## config.mk

```make
export PLATFORM = sky130hd
export DESIGN_NAME = ipd_ctrl_sat
export DESIGN_NICKNAME = d
export VERILOG_FILES = /design/src/rtl/ipd_ctrl_sat_pkg.sv /design/src/rtl/ipd_ctrl_sat_mul.sv /design/src/rtl/ipd_ctrl_sat.sv
export SDC_FILE = /design/constraint.sdc
export NUM_CORES = 2
export LEC_CHECK = 0
export CELL_PAD_IN_SITES_DETAIL_PLACEMENT = 1
export CELL_PAD_IN_SITES_GLOBAL_PLACEMENT = 2
export CORE_ASPECT_RATIO = 1.5
export CORE_MARGIN = 3
export CORE_UTILIZATION = 41
export DETAILED_ROUTE_END_ITERATION = 16
export PLACE_DENSITY = 0.92
export REMOVE_ABC_BUFFERS = 1
export SYNTH_ARGS = -nofsm -noshare
export SYNTH_HDL_FRONTEND = slang
export SYNTH_SLANG_ARGS = --single-unit
```

## constraint.sdc

```tcl
create_clock -name Clk_G -period 9.92 [get_ports Clk_G]
set_input_delay 1.488 -clock Clk_G [delete_from_list [all_inputs] [get_ports Clk_G]]
set_output_delay 1.488 -clock Clk_G [all_outputs]
set_load 0.005 [all_outputs]
```

## src/rtl/ipd_ctrl_sat_pkg.sv

```systemverilog
// Shared types and helpers for the I-PD servo controller: FSM encoding,
// output clamp and sign extension into the accumulator domain.
package ipd_ctrl_sat_pkg;

  typedef enum logic [2:0] {
    ST_IDLE = 3'd0,
    ST_MP   = 3'd1,
    ST_MD   = 3'd2,
    ST_MI   = 3'd3,
    ST_SUM  = 3'd4,
    ST_OUT  = 3'd5
  } state_t;

  localparam int unsigned XW = 64;

  // Sign-extend the low 'width' bits of v to the full 64-bit helper width.
  function automatic logic signed [XW-1:0] sext64(input logic [XW-1:0] v,
                                                  input int unsigned width);
    logic signed [XW-1:0] t;
    t = v << (XW - width);
    return t >>> (XW - width);
  endfunction

  function automatic logic signed [XW-1:0] clamp64(input logic signed [XW-1:0] v,
                                                   input logic signed [XW-1:0] lo,
                                                   input logic signed [XW-1:0] hi);
    if (v > hi) return hi;
    if (v < lo) return lo;
    return v;
  endfunction

endpackage

```

## src/rtl/ipd_ctrl_sat_mul.sv

```systemverilog
// Shared combinational signed multiplier; operand selection lives in the parent FSM.
module ipd_mul_shared #(
  parameter int W = 16
) (
  input  logic signed [W:0]   a,
  input  logic signed [W-1:0] b,
  output logic signed [2*W:0] p
);

  assign p = a * b;

endmodule

```

## src/rtl/ipd_ctrl_sat.sv

```systemverilog
// I-PD servo controller with runtime gains, output clamp and integrator
// anti-windup; one shared multiplier sequenced over a fixed FSM.
//
// state | meaning
// IDLE  | waiting for Rx_En, captures inputs on request
// MP    | R_P  <= Kp*Pot
// MD    | R_D  <= Kd*(Pot - Pot_prev)
// MI    | R_Ie <= Ki*(Ref - Pot)
// SUM   | R_U  <= I + R_Ie - R_P - R_D
// OUT   | clamp/shift to Yk, Done, commit integrator and Pot_prev
module ipd_ctrl_sat
  import ipd_ctrl_sat_pkg::*;
#(
  parameter int     W     = 16,
  parameter int     FRAC  = 8,
  parameter int     ACC_W = 2*W+4,
  parameter longint U_MAX = (64'sd1 <<< (W-1)) - 64'sd1,
  parameter longint U_MIN = -(64'sd1 <<< (W-1))
) (
  input  logic                Clk_G,
  input  logic                Rst_G,
  input  logic                Rx_En,
  input  logic                Clr_I,
  input  logic signed [W-1:0] Pot,
  input  logic signed [W-1:0] Ref,
  input  logic signed [W-1:0] Kp,
  input  logic signed [W-1:0] Ki,
  input  logic signed [W-1:0] Kd,
  output logic signed [W-1:0] Yk,
  output logic                Done,
  output logic                Busy,
  output logic                Sat,
  output logic                Miss
);

  state_t state, state_nxt;

  logic signed [W-1:0]     pot_s, ref_s, kp_s, ki_s, kd_s, pot_prev;
  logic signed [ACC_W-1:0] integ, r_p, r_d, r_ie, r_u;

  logic signed [W:0]       mul_a;
  logic signed [W-1:0]     mul_b;
  logic signed [2*W:0]     mul_p;
  logic signed [ACC_W-1:0] prod_acc;

  logic signed [W:0]       d_pot, e_ref;
  logic signed [ACC_W-1:0] u_sh;
  logic signed [63:0]      u_wide;
  logic signed [W-1:0]     u_out;
  logic                    sat_hi, sat_lo;

  logic signed [ACC_W:0]   i_sum;
  logic signed [ACC_W-1:0] i_sat;
  logic                    i_hold;

  ipd_mul_shared #(.W(W)) u_mul (
    .a (mul_a),
    .b (mul_b),
    .p (mul_p)
  );

  assign d_pot = {pot_s[W-1], pot_s} - {pot_prev[W-1], pot_prev};
  assign e_ref = {ref_s[W-1], ref_s} - {pot_s[W-1], pot_s};

  always_comb begin
    mul_a = '0;
    mul_b = '0;
    case (state)
      ST_MP: begin
        mul_a = {pot_s[W-1], pot_s};
        mul_b = kp_s;
      end
      ST_MD: begin
        mul_a = d_pot;
        mul_b = kd_s;
      end
      ST_MI: begin
        mul_a = e_ref;
        mul_b = ki_s;
      end
      default: ;
    endcase
  end

  assign prod_acc = ACC_W'(sext64(64'($unsigned(mul_p)), 2*W+1));

  // Output path: arithmetic shift out of the gain fraction, then clamp.
  assign u_sh   = r_u >>> FRAC;
  assign u_wide = 64'(u_sh);
  assign sat_hi = u_wide > U_MAX;
  assign sat_lo = u_wide < U_MIN;
  assign u_out  = W'(clamp64(u_wide, U_MIN, U_MAX));

  // Integrator candidate saturates to the accumulator range instead of wrapping.
  assign i_sum = (ACC_W+1)'(integ) + (ACC_W+1)'(r_ie);

  always_comb begin
    i_sat = i_sum[ACC_W-1:0];
    if (i_sum[ACC_W] != i_sum[ACC_W-1])
      i_sat = i_sum[ACC_W] ? {1'b1, {(ACC_W-1){1'b0}}} : {1'b0, {(ACC_W-1){1'b1}}};
  end

  assign i_hold = (sat_hi && !r_ie[ACC_W-1] && (r_ie != '0)) ||
                  (sat_lo &&  r_ie[ACC_W-1]);

  always_comb begin
    state_nxt = state;
    if (Clr_I) begin
      state_nxt = ST_IDLE;
    end else begin
      case (state)
        ST_IDLE: if (Rx_En) state_nxt = ST_MP;
        ST_MP:   state_nxt = ST_MD;
        ST_MD:   state_nxt = ST_MI;
        ST_MI:   state_nxt = ST_SUM;
        ST_SUM:  state_nxt = ST_OUT;
        ST_OUT:  state_nxt = ST_IDLE;
        default: state_nxt = ST_IDLE;
      endcase
    end
  end

  always_ff @(posedge Clk_G or negedge Rst_G) begin
    if (!Rst_G) state <= ST_IDLE;
    else        state <= state_nxt;
  end

  assign Busy = (state != ST_IDLE);

  always_ff @(posedge Clk_G or negedge Rst_G) begin
    if (!Rst_G) begin
      pot_s    <= '0;
      ref_s    <= '0;
      kp_s     <= '0;
      ki_s     <= '0;
      kd_s     <= '0;
      pot_prev <= '0;
      integ    <= '0;
      r_p      <= '0;
      r_d      <= '0;
      r_ie     <= '0;
      r_u      <= '0;
      Yk       <= '0;
      Sat      <= 1'b0;
      Done     <= 1'b0;
      Miss     <= 1'b0;
    end else begin
      Done <= 1'b0;
      Miss <= 1'b0;
      if (Clr_I) begin
        integ    <= '0;
        pot_prev <= '0;
      end else begin
        if (state != ST_IDLE) Miss <= Rx_En;
        case (state)
          ST_IDLE: begin
            if (Rx_En) begin
              pot_s <= Pot;
              ref_s <= Ref;
              kp_s  <= Kp;
              ki_s  <= Ki;
              kd_s  <= Kd;
            end
          end
          ST_MP:  r_p  <= prod_acc;
          ST_MD:  r_d  <= prod_acc;
          ST_MI:  r_ie <= prod_acc;
          ST_SUM: r_u  <= integ + r_ie - r_p - r_d;
          ST_OUT: begin
            Yk       <= u_out;
            Sat      <= sat_hi | sat_lo;
            Done     <= 1'b1;
            pot_prev <= pot_s;
            if (!i_hold) integ <= i_sat;
          end
          default: ;
        endcase
      end
    end
  end

endmodule

```

==> impl_metrics.tcl <==
set metrics [dict create \
    status "completed" \
    max-cap-violations 0 \
    ant_nets 0 \
    crit_type "flop to flop" \
    place_ws_ps 585 \
    synthCells 2954 \
    clkTransAtPathRegs_ps 60 \
    die_w_um 219 \
    cpPeakStageDelay_ps 570 \
    fin_ws_ps 654 \
    timing.rr.start "pot_s[0]" \
    cellPowerDensity_nw_per_um2 315 \
    gp_congestion 0.939 \
    cts_buffer_depth 3 \
    hold_start "r_u[10]" \
    worstMarginPinSlew_ps 1190 \
    avgRoutedWirePerCell_um 20.5 \
    tns_ps 0 \
    critPathMaxFanout 9 \
    endpoint_kind "flop" \
    cts_tree "built" \
    ys_ff_latch 281 \
    finalHoldViolations 0 \
    fp.dieH_um 325 \
    antenna_found_initial 2 \
    ff2ff_setup_slack_ps 650 \
    place.port_buffers 103 \
    worstSkewPairLatency_ps 590 \
    max_freq_ghz 0.108 \
    grt_pass1_vias 24800 \
    async_flop_share_pct 100 \
    drt_iter0_drc 753 \
    drv_slew 0 \
    ir_drop_mv 0.169 \
    final_cell_mix "inv_1, nand2_1, fa_1, dfrtp_1, nor2_1" \
    core-area_um2 67100 \
    final_util_pct 46.2 \
    drive_above_1_share_pct 7.99 \
    dp_hpwl_mm 66.5 \
    cts.sinks 281 \
    clockRootBuffer "clkbuf_16" \
    cts_max_level 1 \
    grtUsageTotal_pct 23.0 \
    ff2ff_path_depth 33 \
    max_slew_margin_pct 20.5 \
    die-area_um2 71100 \
    grt_max_degree 81 \
    fill_cells 7651 \
    avgSynthCellArea_um2 9.43 \
    area_growth_syn_to_layout_pct 11.4 \
    fin_crit_sh_pct 93.4 \
    cp-start-kind "flop" \
    drc 0 \
    crit_arrival_ps 9700 \
    power_leakage_nw 14.8 \
    setup_violations 0 \
    cts_made_buffers 30 \
    grt_setup_unrepaired "false" \
    drt-total-wl_mm 80.9 \
    grt_pass1_wl_mm 131 \
    rows 116 \
    cts_resized 0 \
    synth-main-ff-cell "dfrtp_1" \
    initial_core_util_pct 41.5 \
    num_vias 21300 \
    cp.required_ps 10350 \
    yosysWarnings 0 \
    grt.overflow.total 0 \
    hp-class "flop to flop" \
    fin_crit_ps 9270 \
    crit_slowest_cell "fa_1" \
    final_nets 3650 \
    rr_endpoint "r_p[31]" \
    synth_cell_types 79 \
    ios 104 \
    post-cts-setup-buffers 0 \
    hold_depth 2 \
    whs_endpoint "r_u[10]" \
    first_pass_iters 5 \
    cpMostUsedCell "fa_1" \
    ys_seq_area_share_pct 25.3 \
    vias_per_cell 5.39 \
    final_common_cell "inv_1" \
    synth_edf_count 0 \
    hold_buffers 0 \
    syn_area_um2 27800 \
    fin_skew_ps 20.8 \
]
how the worst max path moves through the flow:
stage                   from        to  depth (start not counted)
floorplan           pot_s[0]  r_ie[31]                         32
global placement    pot_s[0]  r_ie[31]                         33
detailed placement  pot_s[2]   r_p[31]                         33
CTS                 pot_s[2]   r_p[31]                         33
global route        pot_s[1]   r_p[31]                         31
finish              pot_s[0]   r_p[31]                         33
metal layers:
metal,share of wire [%],vias up,routed length [um],global-route usage [%]
li1,-,9818,-,-
met1,37,10900,29700,24.5
met2,56,375,45000,45.6
met3,2.5,179,2060,1.66
met4,5.2,0,4210,10.1
met5,0,-,0,0
synthesized netlist by cell type (all sizes together), types with 18 or more instances:
cell type / n / area share (%)
nor3: 32 / 0.59
inv: 454 / 6.1
xor2: 47 / 1.5
nand2b: 32 / 0.72
fa: 349 / 25
a21o: 64 / 1.7
nor2: 216 / 2.9
a21oi: 132 / 2.4
mux2: 111 / 4.5
a211oi: 18 / 0.57
dfrtp: 281 / 25
xnor2: 65 / 2.0
o21a: 23 / 0.62
a221o: 36 / 1.3
a31oi: 21 / 0.47
ha: 187 / 8.4
o21ai: 207 / 3.7
clkbuf: 88 / 1.2
or3: 21 / 0.47
nand2: 352 / 4.8
report_power, final:
group	internal [W]	switching [W]
Sequential	0.00148	0.000297
Clock	0.000705	0.000507
Combinational	0.00280	0.00399
Total	0.00498	0.00480
final cells by class:
| cell class | instances | area [um^2] | share of cell area, % |
|---|---|---|---|
| tap | 885 | 1110 | 3.57 |
| timing repair buffer | 147 | 1370 | 4.41 |
| multi-input combinational | 2116 | 18700 | 60.4 |
| clock buffer | 43 | 891 | 2.87 |
| inverter | 454 | 1700 | 5.50 |
| clock inverter | 13 | 165 | 0.533 |
| antenna | 1 | 2.50 | 0.00807 |
| sequential | 281 | 7030 | 22.7 |
metrics by stage:
stage          cells  area, um^2  hold slack, ps  total power [W]
2_1_floorplan   2851       27400             445          0.00667
3_3_place_gp    3883       30000             451          0.00821
3_5_place_dp    3883       30000             466          0.00859
4_1_cts         3939       31000             481          0.00988
5_1_grt         3939       31000             491           0.0108
6_report        3940       31000             474          0.00978
critical path, delay by kind of cell, from the launching register on:
family	cells	cell delay, ps
xor+xnor	2	390
flops	1	410
simple gates	5	1130
compound gates	11	2620
fa+ha+maj	9	4060
buf+inv	6	480
registers in the layout, indices dropped and copies added, names as in the netlist:
name and flops:
Yk 16, r_p 33, pot_prev 16, Sat 1, ki_s 16, r_d 33
kp_s 16, r_u 28, Done 1, integ 36, pot_s 16, state 3
r_ie 33, Miss 1, kd_s 16, ref_s 16
cell families (layout without fill, tap and decap cells):
kind of cell | Yosys count | count (layout) | synth area share [%]
buffers and inverters | 557 | 657 | 7.56
XOR/XNOR | 112 | 112 | 3.52
AO/OA/AOI/OAI | 595 | 595 | 13.7
adder cells (fa/ha/maj) | 536 | 536 | 33.5
AND/OR/NAND/NOR | 758 | 758 | 11.9
multiplexers | 115 | 115 | 4.63
flip-flops | 281 | 281 | 25.3
other | 0 | 1 | 0
No activity file was read; power rests on OpenSTA's default activity.
